[src/rtl/multicycle_control.sv]
// Multicycle MIPS-style control unit: Moore FSM that sequences datapath controls per opcode
// and counts retired instructions.
module multicycle_control #(
    parameter int unsigned CNT_W           = 16,
    parameter int unsigned TRAP_ON_ILLEGAL = 1
) (
    input  logic             clk,
    input  logic             reset,
    input  logic [5:0]       instruction,
    input  logic             mem_ready,
    output logic             PCWrite,
    output logic             PCWriteCond,
    output logic             BNE,
    output logic             IorD,
    output logic             MemRead,
    output logic             MemWrite,
    output logic             IRWrite,
    output logic             MemtoReg,
    output logic             RegDst,
    output logic             RegWrite,
    output logic             ALUSrcA,
    output logic             LUI,
    output logic             illegal,
    output logic [1:0]       ALUSrcB,
    output logic [1:0]       ALUOp,
    output logic [1:0]       PCSource,
    output logic [3:0]       state,
    output logic [CNT_W-1:0] retired
);

    typedef enum logic [3:0] {
        StFetch   = 4'd0,
        StDecode  = 4'd1,
        StMemAddr = 4'd2,
        StMemRd   = 4'd3,
        StMemWb   = 4'd4,
        StMemWr   = 4'd5,
        StRExec   = 4'd6,
        StRWb     = 4'd7,
        StIExec   = 4'd8,
        StIWb     = 4'd9,
        StBranch  = 4'd10,
        StJump    = 4'd11,
        StTrap    = 4'd12
    } state_e;

    typedef enum logic [3:0] {
        ClsNone,
        ClsLw,
        ClsSw,
        ClsR,
        ClsAddi,
        ClsLui,
        ClsBeq,
        ClsBne,
        ClsJ,
        ClsIllegal
    } cls_e;

    state_e            state_q, state_d;
    cls_e              cls_q, dec_cls;
    logic [CNT_W-1:0]  retired_q;
    logic              retire;

    always_comb begin
        case (instruction)
            6'b000000: dec_cls = ClsR;
            6'b000100: dec_cls = ClsBeq;
            6'b000011: dec_cls = ClsBne;
            6'b101011: dec_cls = ClsSw;
            6'b100011: dec_cls = ClsLw;
            6'b001000: dec_cls = ClsAddi;
            6'b000010: dec_cls = ClsJ;
            6'b001111: dec_cls = ClsLui;
            default:   dec_cls = ClsIllegal;
        endcase
    end

    always_comb begin
        state_d = state_q;
        retire  = 1'b0;
        case (state_q)
            StFetch: begin
                if (mem_ready) state_d = StDecode;
            end
            StDecode: begin
                case (dec_cls)
                    ClsLw, ClsSw:    state_d = StMemAddr;
                    ClsR:            state_d = StRExec;
                    ClsAddi, ClsLui: state_d = StIExec;
                    ClsBeq, ClsBne:  state_d = StBranch;
                    ClsJ:            state_d = StJump;
                    default:         state_d = (TRAP_ON_ILLEGAL != 0) ? StTrap : StFetch;
                endcase
            end
            StMemAddr: begin
                if (cls_q == ClsLw)      state_d = StMemRd;
                else if (cls_q == ClsSw) state_d = StMemWr;
                else                     state_d = StFetch;
            end
            StMemRd: begin
                if (mem_ready) state_d = StMemWb;
            end
            StMemWr: begin
                if (mem_ready) begin
                    state_d = StFetch;
                    retire  = 1'b1;
                end
            end
            StRExec: state_d = StRWb;
            StIExec: state_d = StIWb;
            StMemWb, StRWb, StIWb, StBranch, StJump: begin
                state_d = StFetch;
                retire  = 1'b1;
            end
            StTrap:  state_d = StTrap;
            default: state_d = StFetch;
        endcase
    end

    // Opcode class is captured in DECODE so later states ignore the live instruction bus.
    always_ff @(posedge clk or posedge reset) begin
        if (reset) begin
            state_q   <= StFetch;
            cls_q     <= ClsNone;
            retired_q <= '0;
        end else begin
            state_q <= state_d;
            if (state_q == StDecode) cls_q <= dec_cls;
            if (retire) retired_q <= retired_q + CNT_W'(1);
        end
    end

    always_comb begin
        PCWrite     = 1'b0;
        PCWriteCond = 1'b0;
        BNE         = 1'b0;
        IorD        = 1'b0;
        MemRead     = 1'b0;
        MemWrite    = 1'b0;
        IRWrite     = 1'b0;
        MemtoReg    = 1'b0;
        RegDst      = 1'b0;
        RegWrite    = 1'b0;
        ALUSrcA     = 1'b0;
        LUI         = 1'b0;
        illegal     = 1'b0;
        ALUSrcB     = 2'b00;
        ALUOp       = 2'b00;
        PCSource    = 2'b00;
        case (state_q)
            StFetch: begin
                MemRead = 1'b1;
                ALUSrcB = 2'b01;
                ALUOp   = 2'b10;
                // Reset must not let a pending fetch handshake write IR or PC.
                IRWrite = mem_ready & ~reset;
                PCWrite = mem_ready & ~reset;
            end
            StDecode: begin
                ALUSrcB = 2'b11;
                ALUOp   = 2'b10;
            end
            StMemAddr: begin
                ALUSrcA = 1'b1;
                ALUSrcB = 2'b10;
                ALUOp   = 2'b10;
            end
            StMemRd: begin
                MemRead = 1'b1;
                IorD    = 1'b1;
            end
            StMemWb: begin
                RegWrite = 1'b1;
                MemtoReg = 1'b1;
            end
            StMemWr: begin
                MemWrite = 1'b1;
                IorD     = 1'b1;
            end
            StRExec: begin
                ALUSrcA = 1'b1;
            end
            StRWb: begin
                RegDst   = 1'b1;
                RegWrite = 1'b1;
            end
            StIExec: begin
                ALUSrcA = 1'b1;
                ALUSrcB = 2'b10;
                ALUOp   = (cls_q == ClsLui) ? 2'b11 : 2'b10;
                LUI     = (cls_q == ClsLui);
            end
            StIWb: begin
                RegWrite = 1'b1;
                ALUOp    = (cls_q == ClsLui) ? 2'b11 : 2'b10;
                LUI      = (cls_q == ClsLui);
            end
            StBranch: begin
                ALUSrcA     = 1'b1;
                ALUOp       = 2'b01;
                PCSource    = 2'b01;
                PCWriteCond = (cls_q == ClsBeq);
                BNE         = (cls_q == ClsBne);
            end
            StJump: begin
                PCWrite  = 1'b1;
                PCSource = 2'b10;
                ALUOp    = 2'b11;
            end
            StTrap: begin
                illegal = 1'b1;
            end
            default: ;
        endcase
    end

    assign state   = state_q;
    assign retired = retired_q;

endmodule
[config.mk]
export PLATFORM = sky130hd
export DESIGN_NAME = multicycle_control
export DESIGN_NICKNAME = d
export VERILOG_FILES = /design/src/rtl/multicycle_control.sv
export SDC_FILE = /design/constraint.sdc
export NUM_CORES = 1
export LEC_CHECK = 0
export ABC_CLOCK_PERIOD_IN_PS = 4700
export CORE_MARGIN = 5
export CORE_UTILIZATION = 55
export CTS_CLUSTER_DIAMETER = 120
export DETAILED_ROUTE_END_ITERATION = 16
export DONT_BUFFER_PORTS = 1
export PLACE_DENSITY_LB_ADDON = 0.25
export SLEW_MARGIN = 20
export SYNTH_ARGS = -nofsm -noshare
export SYNTH_HDL_FRONTEND = slang
export SYNTH_SLANG_ARGS = --single-unit
[constraint.sdc]
create_clock -name clk -period 4.7 [get_ports clk]
set_input_delay 1.175 -clock clk [delete_from_list [all_inputs] [get_ports clk]]
set_output_delay 1.175 -clock clk [all_outputs]
set_load 0.02 [all_outputs]
==> results.md <==
- Most common cell after layout, fill and taps aside: sky130_fd_sc_hd__dfrtp_1
- Headroom to the max-slew limit: about 40%
- Average wire per cell in the routed design: approximately 16 µm
- # setup viols final: 0
- Largest net degree at the start of global routing: 25
- Width of the die: 63.9 µm
- Endpoint of the worst register-to-register path: retired[4]$_DFFE_PP0P_
- Part of the power in the clock network: 16.5%
- Result of the run: completed
- Endpoint of the worst hold path: cls_q[3]$_DFFE_PP0P_
- Cell mode on critical path: sky130_fd_sc_hd__nor2b_1
- Startpoint of the most critical hold path: cls_q[3]$_DFFE_PP0P_
- Number of maximum-capacitance violations: 0
- Later-pin clock latency in the skew report: 0.32 ns
- Asr flop ratio synth: 100%
- Launch instance of the worst register-to-register path: state[2]$_DFFE_PP0P_
- Initial Util: 57.8%
- Antenna viol nets, final: 0
- Wire length reported by the detailed router: 3.36 mm
- Final count of hold timing violations: 0
- Seq/Total Area, Yosys: 37.6%
- Worst Max-Slew Pin Slew: 0.895 ns
- Startpoint kind of the worst setup timing path: flop
- Library cell used as clock root buffer: sky130_fd_sc_hd__clkbuf_4
- CP endpoint kind: primary output
- Gr ovfl total: 0
- Count of flip-flops with a built-in enable after synthesis: 0
- Critical path arrival: 2.60 ns
- Post-layout instance area: 1650 µm²
- Placed cell area: 1600 µm²
- Reg clk slew, reported paths: 0.12 ns
- Top achievable clock speed: around 260 MHz
- Placer's final routability congestion estimate: about 0.89
- Power Internal: 471 µW
- Combined buffer and inverter count along the critical path: 0
- Iter 0 DRT Violations: between 100 and 150
- Worst-case register-to-register setup slack: 2.48 ns
- Switching power: 435 µW
- Count of yosys warnings during synthesis: 0
- Logic gate share of total power: 37.9%
- Switching part of the total: 48.0%
- Hpwl dp: 2.59 mm
- Setup clock skew after layout: about 0.016 ns
- Leading register cell type out of synthesis: sky130_fd_sc_hd__dfrtp_1
- Maximum net fanout on the critical path: 18
- Number of global-route vias before repair: 1,266
- Hold-fix buffers, CTS: 0
- Syn-to-layout area delta: 3.45%
- CP max stage cell: sky130_fd_sc_hd__dfrtp_1
- Total setup buffers inserted after CTS: 0
- Die area: 4080 µm²
- Post-CTS sizing: 0
- Ratio of cells with drive above 1 in the final layout: 7.47%
- Std cell rows: 19
- Hold crit path type: flop to flop
- Leading cell types in the layout, fill and taps excluded: 24 x sky130_fd_sc_hd__dfrtp_1, 18 x sky130_fd_sc_hd__nand2_1, 14 x sky130_fd_sc_hd__nor2_1
- Vert. Die Dim: 63.9 µm
- First-pass GRT wire length: ~6.0 mm
- Number of nets produced by synthesis: 190
- Number of clock buffers inserted by TritonCTS: 3
- Number of stages on the worst hold path: 2
- Power per standard cell area: 549 nW/µm²
- Detailed-route via count: 1,287
- Number of distinct library cell variants in the gate-level netlist after synthesis: 45
- Total inserted antenna cells: 0
- Crit path kind: flop to primary output
- Sink Count: 24
- #FFs+latches synth: 24
- Total track usage: 17.7%
- Depth of the CTS H-tree: 1
- Remaining routing DRC violations: 0
- Mean instance size in the synthesized netlist: 8.96 µm²
- Leakage power of the design: 0.000758 µW
- Top delay family on crit path: simple AND/OR/NAND/NOR gates
- Final worst path period need: between 3 and 4 ns
- Clock tree buffer depth: 2
- DRT Pass-1 Iters: 4
- Final sum of negative setup slack: 0 ns
- Final cycle utilization of the critical path: 80.3%
- Count of buffers from port buffering: 0
- Count of cells along the worst register-to-register path: 5
- Worst-case vdd ir drop: about 0.34 mV
- Final Net Count: 187
- Area of the core: 2760 µm²
- Slew Viols, Final: 0
- Post-synthesis cell area: 1600 µm²
- Antenna violations before repair: 0
- Critical-path cell list: nor2b_1 -> nor2b_1 -> nand4b_1 -> nor2_1
- Required time at the endpoint of the critical path: 3.52 ns
- TritonCTS clock tree: done
- Unrepaired setup endpoints after global routing: no
- Number of instances in the synthesized netlist: 178
- Vias per Instance: 6.28
- Fraction of power consumed by sequential logic: 45.6%
- Ports placed on the boundary: 48
- Crit path largest cell delay: 0.82 ns
## routing by layer
layer | up-vias | share of wire [%] | global-route usage, %
met5 | - | 0 | 0
met4 | 0 | 0.86 | 6.75
met3 | 4 | 9.6 | 6.13
met2 | 47 | 48 | 28.0
met1 | 616 | 41 | 22.3
li1 | 620 | - | -
## synth_stat cells, types with 3 or more instances
cell type	n	share of area [%]
sky130_fd_sc_hd__nand2_1	18	4.2
sky130_fd_sc_hd__nor2b_1	3	1.2
sky130_fd_sc_hd__nand2b_1	8	3.1
sky130_fd_sc_hd__nand3_1	4	1.3
sky130_fd_sc_hd__xnor2_1	11	6.0
sky130_fd_sc_hd__ha_1	3	2.4
sky130_fd_sc_hd__and3_1	9	3.5
sky130_fd_sc_hd__nor3_1	10	3.1
sky130_fd_sc_hd__a211o_1	4	2.2
sky130_fd_sc_hd__o21ai_0	9	2.8
sky130_fd_sc_hd__dfrtp_1	24	38
sky130_fd_sc_hd__a21oi_1	6	1.9
sky130_fd_sc_hd__inv_1	7	1.6
sky130_fd_sc_hd__buf_2	4	1.3
sky130_fd_sc_hd__xor2_1	9	4.9
sky130_fd_sc_hd__nor2_1	14	3.3
## logic make-up (layout without fill, tap and decap cells)
kind of cell             after synthesis  count (layout)  synth area share, %
AO/OA/AOI/OAI                         34              34                 15.7
XOR/XNOR                              20              20                 11.0
adder cells (fa/ha/maj)                3               3                 2.35
buffers and inverters                 16              12                 4.39
flip-flops                            24              24                 37.6
multiplexers                           2               2                 1.33
AND/OR/NAND/NOR                       79              79                 27.6
## registers in the layout, summed over array words and instances (netlist names)
| name | flops |
|---|---|
| retired | 16 |
| state | 4 |
| cls_q | 4 |
## tightest hold or removal path: cells and delay by family (launching register included)
kind / cells / cell delay, ns
DFF: 1 / 0.41
and+or+nand+nor: 1 / 0.06
AOI/OAI and AO/OA: 1 / 0.06
## stage by stage
step | power, µW | std cells | setup WS, ns | hold slack, ns | utilization, %
floorplan | 701 | 178 | 1.37 | 0.499 | -
global route | 979 | 205 | 0.746 | 0.607 | 59.8
detailed placement | 762 | 201 | 1.23 | 0.530 | 57.9
finish | 907 | 205 | 0.926 | 0.558 | 59.8
global placement | 748 | 201 | 1.28 | 0.530 | 57.9
CTS | 915 | 205 | 0.892 | 0.560 | 59.8
## how the worst max path moves through the flow
stage | startpoint | to | slack [ns] | cells past startpoint
3_5_place_dp | mem_ready | PCWrite | 1.23 | 4
3_3_place_gp | mem_ready | PCWrite | 1.28 | 4
2_1_floorplan | mem_ready | PCWrite | 1.37 | 4
5_1_grt | state[1]$_DFFE_PP0P_ | BNE | 0.75 | 4
4_1_cts | state[1]$_DFFE_PP0P_ | BNE | 0.89 | 4
6_report | state[1]$_DFFE_PP0P_ | PCWriteCond | 0.93 | 4
## power groups by stage
stage                     Clock (µW)  Sequential (µW)  Combinational (µW)
final                            150              413                 344
after floorplan                    0              365                 336
after detailed placement           0              417                 345
after global routing             164              429                 386
after CTS                        155              413                 347
after global placement             0              412                 335
## area by class of cell
cell class,count,area [µm²]
Clock buffer,3,22.5
Clock inverter,1,30.0
Fill cell,247,1110
Inverter,7,26.3
Multi-Input combinational cell,138,925
Sequential cell,24,601
Tap cell,31,38.8
Timing Repair Buffer,1,7.51
Note: power is estimated with default switching activity, not from simulation.
